**config.mk**
```make
export PLATFORM = sky130hd
export DESIGN_NAME = fixed_length_field_decoder
export DESIGN_NICKNAME = d
export VERILOG_FILES = /design/src/rtl/fixed_length_field_decoder.sv
export SDC_FILE = /design/constraint.sdc
export NUM_CORES = 1
export LEC_CHECK = 0
export ABC_AREA = 1
export CORE_MARGIN = 4
export CORE_UTILIZATION = 34
export CTS_CLUSTER_DIAMETER = 40
export DETAILED_ROUTE_END_ITERATION = 10
export HOLD_SLACK_MARGIN = 0.05
export PLACE_DENSITY = 0.56
export SETUP_SLACK_MARGIN = 0.2
export SLEW_MARGIN = 20
export SYNTH_ARGS = -nofsm -noshare
export SYNTH_HDL_FRONTEND = slang
export SYNTH_SLANG_ARGS = --single-unit
```
**constraint.sdc**
```tcl
create_clock -name clk -period 3.06 [get_ports clk]
set_input_delay 0.612 -clock clk [delete_from_list [all_inputs] [get_ports clk]]
set_output_delay 0.612 -clock clk [all_outputs]
set_load 0.03 [all_outputs]
```
**src/rtl/fixed_length_field_decoder.sv**
```systemverilog
// Sequential u(n)/i(n) slice-header field extractor that pulls bits from a bitstream window.
// Optional macro FLD_SIGNED_EN turns req_sel=3 into an i(req_len) signed decode instead of u(1).
module fixed_length_field_decoder #(
  parameter int WIN_W   = 16,
  parameter int MAX_LEN = 32,
  parameter int LEN_W   = 6
) (
  input  logic               clk,
  input  logic               reset,
  input  logic [3:0]         cfg_log2_max_frame_num_minus4,
  input  logic [3:0]         cfg_log2_max_poc_lsb_minus4,
  input  logic               req,
  input  logic [1:0]         req_sel,
  input  logic [LEN_W-1:0]   req_len,
  input  logic [WIN_W-1:0]   bs_window,
  input  logic               bs_valid,
  output logic               consume_valid,
  output logic [LEN_W-1:0]   consume_len,
  output logic [MAX_LEN-1:0] out_value,
  output logic               out_valid,
  output logic               out_err,
  output logic               busy
);
  typedef enum logic [1:0] {S_IDLE, S_FETCH, S_WAIT, S_DONE} state_t;

  localparam logic [LEN_W-1:0] WIN_LEN   = LEN_W'(WIN_W);
  localparam logic [LEN_W-1:0] MAX_LEN_L = LEN_W'(MAX_LEN);

  state_t             state_q, state_d;
  logic [LEN_W-1:0]   rem_q, rem_d;
  logic [MAX_LEN-1:0] acc_q, acc_d;
  logic               err_q, err_d;
  logic               consume_valid_q, consume_valid_d;
  logic [LEN_W-1:0]   consume_len_q, consume_len_d;
  logic [MAX_LEN-1:0] out_value_q, out_value_d;
  logic               out_valid_q, out_valid_d;
  logic               out_err_q, out_err_d;
  logic               busy_q, busy_d;
  logic [LEN_W-1:0]   req_len_sel;
  logic               sps_bad;
  logic               req_illegal;
  logic [LEN_W-1:0]   n;
`ifdef FLD_SIGNED_EN
  logic [LEN_W-1:0]   len_q, len_d;
  logic               sgn_q, sgn_d;
  logic               sign_bit;
`endif

  // Field length and legality of whatever is on the request inputs; only used at acceptance.
  always_comb begin
    req_len_sel = '0;
    sps_bad     = 1'b0;
    case (req_sel)
      2'd0: begin
        req_len_sel = LEN_W'(cfg_log2_max_frame_num_minus4) + LEN_W'(4);
        sps_bad     = cfg_log2_max_frame_num_minus4 > 4'd12;
      end
      2'd1: begin
        req_len_sel = LEN_W'(cfg_log2_max_poc_lsb_minus4) + LEN_W'(4);
        sps_bad     = cfg_log2_max_poc_lsb_minus4 > 4'd12;
      end
      2'd2: req_len_sel = req_len;
      default: begin
`ifdef FLD_SIGNED_EN
        req_len_sel = req_len;
`else
        req_len_sel = LEN_W'(1);
`endif
      end
    endcase
    req_illegal = sps_bad || (req_len_sel > MAX_LEN_L);
  end

  always_comb begin
    state_d         = state_q;
    rem_d           = rem_q;
    acc_d           = acc_q;
    err_d           = err_q;
    consume_valid_d = 1'b0;
    consume_len_d   = '0;
    out_value_d     = out_value_q;
    out_valid_d     = 1'b0;
    out_err_d       = 1'b0;
    n               = (rem_q < WIN_LEN) ? rem_q : WIN_LEN;
`ifdef FLD_SIGNED_EN
    len_d    = len_q;
    sgn_d    = sgn_q;
    sign_bit = |(acc_q & (MAX_LEN'(1) << (len_q - LEN_W'(1))));
`endif
    case (state_q)
      S_IDLE: begin
        if (req) begin
          acc_d   = '0;
          err_d   = req_illegal;
          rem_d   = req_illegal ? '0 : req_len_sel;
          state_d = (req_illegal || req_len_sel == '0) ? S_DONE : S_FETCH;
`ifdef FLD_SIGNED_EN
          len_d = req_len_sel;
          sgn_d = (req_sel == 2'd3);
`endif
        end
      end
      S_FETCH: begin
        if (bs_valid) begin
          // Take the top n window bits and append them below what was already gathered.
          acc_d           = (acc_q << n) | MAX_LEN'(bs_window >> (WIN_LEN - n));
          consume_valid_d = 1'b1;
          consume_len_d   = n;
          rem_d           = rem_q - n;
          state_d         = (rem_q == n) ? S_DONE : S_WAIT;
        end
      end
      S_WAIT: state_d = S_FETCH;
      S_DONE: begin
        out_valid_d = 1'b1;
        out_err_d   = err_q;
        out_value_d = err_q ? '0 : acc_q;
`ifdef FLD_SIGNED_EN
        if (!err_q && sgn_q && len_q != '0 && sign_bit)
          out_value_d = acc_q | ({MAX_LEN{1'b1}} << len_q);
`endif
        state_d = S_IDLE;
      end
      default: state_d = S_IDLE;
    endcase
    busy_d = (state_d != S_IDLE);
  end

  always_ff @(posedge clk or posedge reset) begin
    if (reset) begin
      state_q         <= S_IDLE;
      rem_q           <= '0;
      acc_q           <= '0;
      err_q           <= 1'b0;
      consume_valid_q <= 1'b0;
      consume_len_q   <= '0;
      out_value_q     <= '0;
      out_valid_q     <= 1'b0;
      out_err_q       <= 1'b0;
      busy_q          <= 1'b0;
`ifdef FLD_SIGNED_EN
      len_q <= '0;
      sgn_q <= 1'b0;
`endif
    end else begin
      state_q         <= state_d;
      rem_q           <= rem_d;
      acc_q           <= acc_d;
      err_q           <= err_d;
      consume_valid_q <= consume_valid_d;
      consume_len_q   <= consume_len_d;
      out_value_q     <= out_value_d;
      out_valid_q     <= out_valid_d;
      out_err_q       <= out_err_d;
      busy_q          <= busy_d;
`ifdef FLD_SIGNED_EN
      len_q <= len_d;
      sgn_q <= sgn_d;
`endif
    end
  end

  assign consume_valid = consume_valid_q;
  assign consume_len   = consume_len_q;
  assign out_value     = out_value_q;
  assign out_valid     = out_valid_q;
  assign out_err       = out_err_q;
  assign busy          = busy_q;
endmodule

```
==> parameters.txt <==
Parameter                              Value

Outcome
  Outcome ... completed

Setup path
  CP startpoint kind ... input pin
  Worst Path Arrival ... 2720 ps
  Master of the slowest instance on the critical path ... sky130_fd_sc_hd__clkdlybuf4s50_1
  Data required time of the critical path ... 3280 ps
  Kind of cell adding the most delay to the critical path ... simple AND/OR/NAND/NOR gates
  Setup CP Type ... input pin to register
  Maximum single-stage delay on the critical path ... 520 ps
  Critical-path cell list ... clkdlybuf4s50_1 > inv_1 > nor2_1 > nand2_1 > o21ai_0 > inv_1 > ha_1 > nand2_1 > nand4_1 > nor2_1 > nand2_1 > nand2_1 > nand2_1 > nand2_1 > o21ai_0
  Buffer and inverter count on the worst path ... 3
  Critical path's most frequent cell ... sky130_fd_sc_hd__nand2_1
  Largest fanout on the critical path ... 6
  Worst setup EP type ... register

CTS
  Register clock-pin slew on the reported worst setup and hold paths ... 60 ps
  Number of cells upsized or downsized after cts ... 0
  Number of buffers created by CTS ... 9
  Clock H-tree levels ... 3
  Setup Buffers After CTS ... 0
  Clock latency of the later-clocked register in the worst-skew pair ... 350 ps
  CTS root buf ... sky130_fd_sc_hd__clkbuf_16
  Number of clock sinks ... 83
  Post-CTS Hold Buffers ... 0
  TritonCTS clock tree ... built
  Number of buffers on the longest clock path ... 2

Power and ir drop
  Clock network fraction of total power ... 11.5%
  Highest ir drop seen on vdd ... 0.825 mV
  Share of total power in sequential cells ... 18.2%
  Switching power ... 5.55 mW
  Total leakage power ... 3.56 nW
  Net switching fraction of the power ... 56.1%
  Portion of total power attributed to combinational logic ... 70.4%
  Power Internal ... 4.34 mW
  Total power per unit cell area ... 1330 nW/um^2
  Post-layout power ... 9.88 mW

Flow run
  Number of max-cap violations ... 0

Synthesis
  Total nets after synthesis ... 955
  Multiplexer area fraction after synthesis ... 0%
  Simple-gate area share of the yosys netlist ... 42.9%
  Average size of a mapped cell ... 6.81 sq um
  Fraction of synthesized cell area in xor and xnor cells ... 0%
  Synth Warn # ... 0
  Async set or reset register ratio after synthesis ... 100%
  Number of standard cells after synthesis ... 916
  Main combinational cell family by area after synthesis ... simple AND/OR/NAND/NOR gates
  Number of synthesized register bits ... 83
  Compound-gate portion of the synthesized area ... 13.4%
  Number of enable flip-flop cells after synthesis ... 0
  Number of different library cells in the post-synthesis netlist ... 33
  Post-synthesis share of cell area spent on full adders, half adders and majority gates ... 0.602%
  Share of synthesized area occupied by flip-flops and latches ... 33.3%
  Post-synthesis instance area ... 6230 sq um
  Primary FF master, synth ... sky130_fd_sc_hd__dfrtp_1

Finish
  Commonest cells after routing, fill and taps aside ... sky130_fd_sc_hd__nand2_1, sky130_fd_sc_hd__nand3_1, sky130_fd_sc_hd__dfrtp_1, sky130_fd_sc_hd__clkdlybuf4s50_1, sky130_fd_sc_hd__inv_1
  Post-synthesis to final-layout area growth ... 19.6%
  Total Nets Final ... 1,011
  Number of non-filler instances in the completed layout ... 1,206
  Antenna Cells ... 0
  Share of layout cells above drive strength 1 ... 9.62%
  Fill cell instance count of the final layout ... 1,925
  Leading cell type in the layout, fill and taps excluded ... sky130_fd_sc_hd__nand2_1

Global routing
  Met1 Use GR ... 28.7%
  Number of global-route vias before repair ... 5,960
  Layer with the highest usage ... met2
  Met2 track utilization from global routing ... 31.2%
  First-pass GRT wire length ... 32,800 um
  Antenna violations before repair ... 0
  Global-route met3 utilization ... 3.43%
  Sum of overflow across all layers after global routing ... 0
  Maximum number of pins on one net before global-route repair ... 87
  GRT Resource Usage Total ... 20.3%

STA
  Minimum period implied by the final worst setup slack ... 2500 ps
  Achievable frequency ... 0.400 GHz
  Number of failing hold endpoints at the final stage ... 0
  Setup-failing EPs final ... 0
  Max Clock Skew ... 12.3 ps
  Period Utilization, post-route ... 81.7%
  Unrepaired setup endpoints after global routing ... false
  Transition time at the pin with the least slew margin ... 665 ps
  Relative slew margins ... 55.6%
  Total Neg Setup Slack ... 0 ps
  Final count of pins violating max slew ... 0

Min path
  Type of the worst min-delay path ... register to register

Detailed routing
  Avg Vias per Cell ... 5.37
  Post-detailed-route count of antenna-violating nets ... 0
  Number of iterations in the first detailed-routing pass ... 5
  Number of design rule violations left after detail routing ... 0
  Initial DRC Count ... 569
  Wirelength, routed ... 20,600 um
  Routed len/inst ... 17.0 um
  Vias after detailed routing ... 6,475

Die
  Area inside the core boundary ... 18,000 sq um
  Die span in x ... 143 um
  Number of core rows ... 49
  Die Span Y ... 143 um
  Floorplan die area ... 20,600 sq um
  I/O Pins ... 78
  Initial standard-cell utilization of the core ... 34.6%

Placed design
  Detail Placement HPWL ... 15,200 um
  # placed instances ... 1,190
  # port buffers ... 77
  Final RePlAce weighted congestion ... 0.904
## final timing paths
check,cells past startpoint,end,startpoint,slack (ps)
max in group asynchronous,3,acc_q[11]$_DFFE_PP0P_,reset,1950
min,2,acc_q[7]$_DFFE_PP0P_,acc_q[7]$_DFFE_PP0P_,480
min reg2reg,2,acc_q[7]$_DFFE_PP0P_,acc_q[7]$_DFFE_PP0P_,480
min in group asynchronous,2,consume_len[5]$_DFF_PP0_,reset,490
max,15,err_q$_DFFE_PP0P_,req_sel[0],560
max reg2reg,11,acc_q[7]$_DFFE_PP0P_,rem_q[4]$_DFFE_PP0P_,610
## worst min-delay path, cell delays in order, from the launching register on
cell and delay, ps:
sky130_fd_sc_hd__dfrtp_1 340, sky130_fd_sc_hd__nand2_1 60, sky130_fd_sc_hd__nand2_1 50
## routing by layer
| metal | vias up | part of all wire, % | routed length, um |
|---|---|---|---|
| li1 | 3190 | - | - |
| met1 | 3031 | 47 | 9570 |
| met2 | 213 | 45 | 9260 |
| met3 | 41 | 5.8 | 1190 |
| met4 | 0 | 2.6 | 527 |
| met5 | - | 0 | 0 |
## sequential cells by signal, indices dropped and copies added (netlist names)
register	cells
state_q	2
err_q	1
consume_valid	1
busy	1
out_value	32
acc_q	32
consume_len	6
rem_q	6
out_err	1
out_valid	1
## synth_stat cells (10+ instances only)
library cell | instances | area (sq um)
sky130_fd_sc_hd__a21oi_1 | 13 | 65.1
sky130_fd_sc_hd__buf_2 | 16 | 80.1
sky130_fd_sc_hd__buf_6 | 12 | 135
sky130_fd_sc_hd__clkbuf_1 | 18 | 67.6
sky130_fd_sc_hd__dfrtp_1 | 83 | 2080
sky130_fd_sc_hd__inv_1 | 64 | 240
sky130_fd_sc_hd__nand2_1 | 308 | 1160
sky130_fd_sc_hd__nand3_1 | 210 | 1050
sky130_fd_sc_hd__nand3b_1 | 10 | 75.1
sky130_fd_sc_hd__nor2_1 | 27 | 101
sky130_fd_sc_hd__o211ai_2 | 16 | 200
sky130_fd_sc_hd__o21ai_0 | 27 | 135
sky130_fd_sc_hd__o21ai_1 | 16 | 80.1
sky130_fd_sc_hd__o31ai_1 | 27 | 203
## area by class of cell
cell class | instances | area [sq um] | area share [%]
Clock buffer | 10 | 239 | 3.21
Clock inverter | 6 | 68.8 | 0.923
Tap cell | 229 | 287 | 3.84
Inverter | 71 | 268 | 3.59
Timing Repair Buffer | 98 | 953 | 12.8
Sequential cell | 83 | 2080 | 27.9
Multi-Input combinational cell | 709 | 3560 | 47.8
## power groups by stage
stage | Combinational, mW | Clock [mW] | Sequential, mW
3_5_place_dp | 6.87 | 0 | 1.81
4_1_cts | 6.90 | 1.16 | 1.79
5_1_grt | 7.69 | 1.20 | 1.84
6_report | 6.96 | 1.13 | 1.79
3_3_place_gp | 6.88 | 0 | 1.80
2_1_floorplan | 4.84 | 0 | 2.05
## metrics by stage
stage                     util (%)  setup WS (ps)  area (sq um)  hold slack [ps]
after floorplan                  -            311          6230              449
after detailed placement      39.6            200          7140              468
final                         41.4            560          7460              482
after global routing          41.4            343          7460              500
after global placement        39.6            223          7140              465
after CTS                     41.3            570          7450              485
## cell families (layout without fill, tap and decap cells)
logic type | after synthesis | after routing
flops | 83 | 83
simple gates | 587 | 587
compound gates | 117 | 117
other cells | 2 | 2
buf+inv | 124 | 185
fa+ha+maj | 3 | 3
Note: power is estimated with default switching activity, not from simulation.
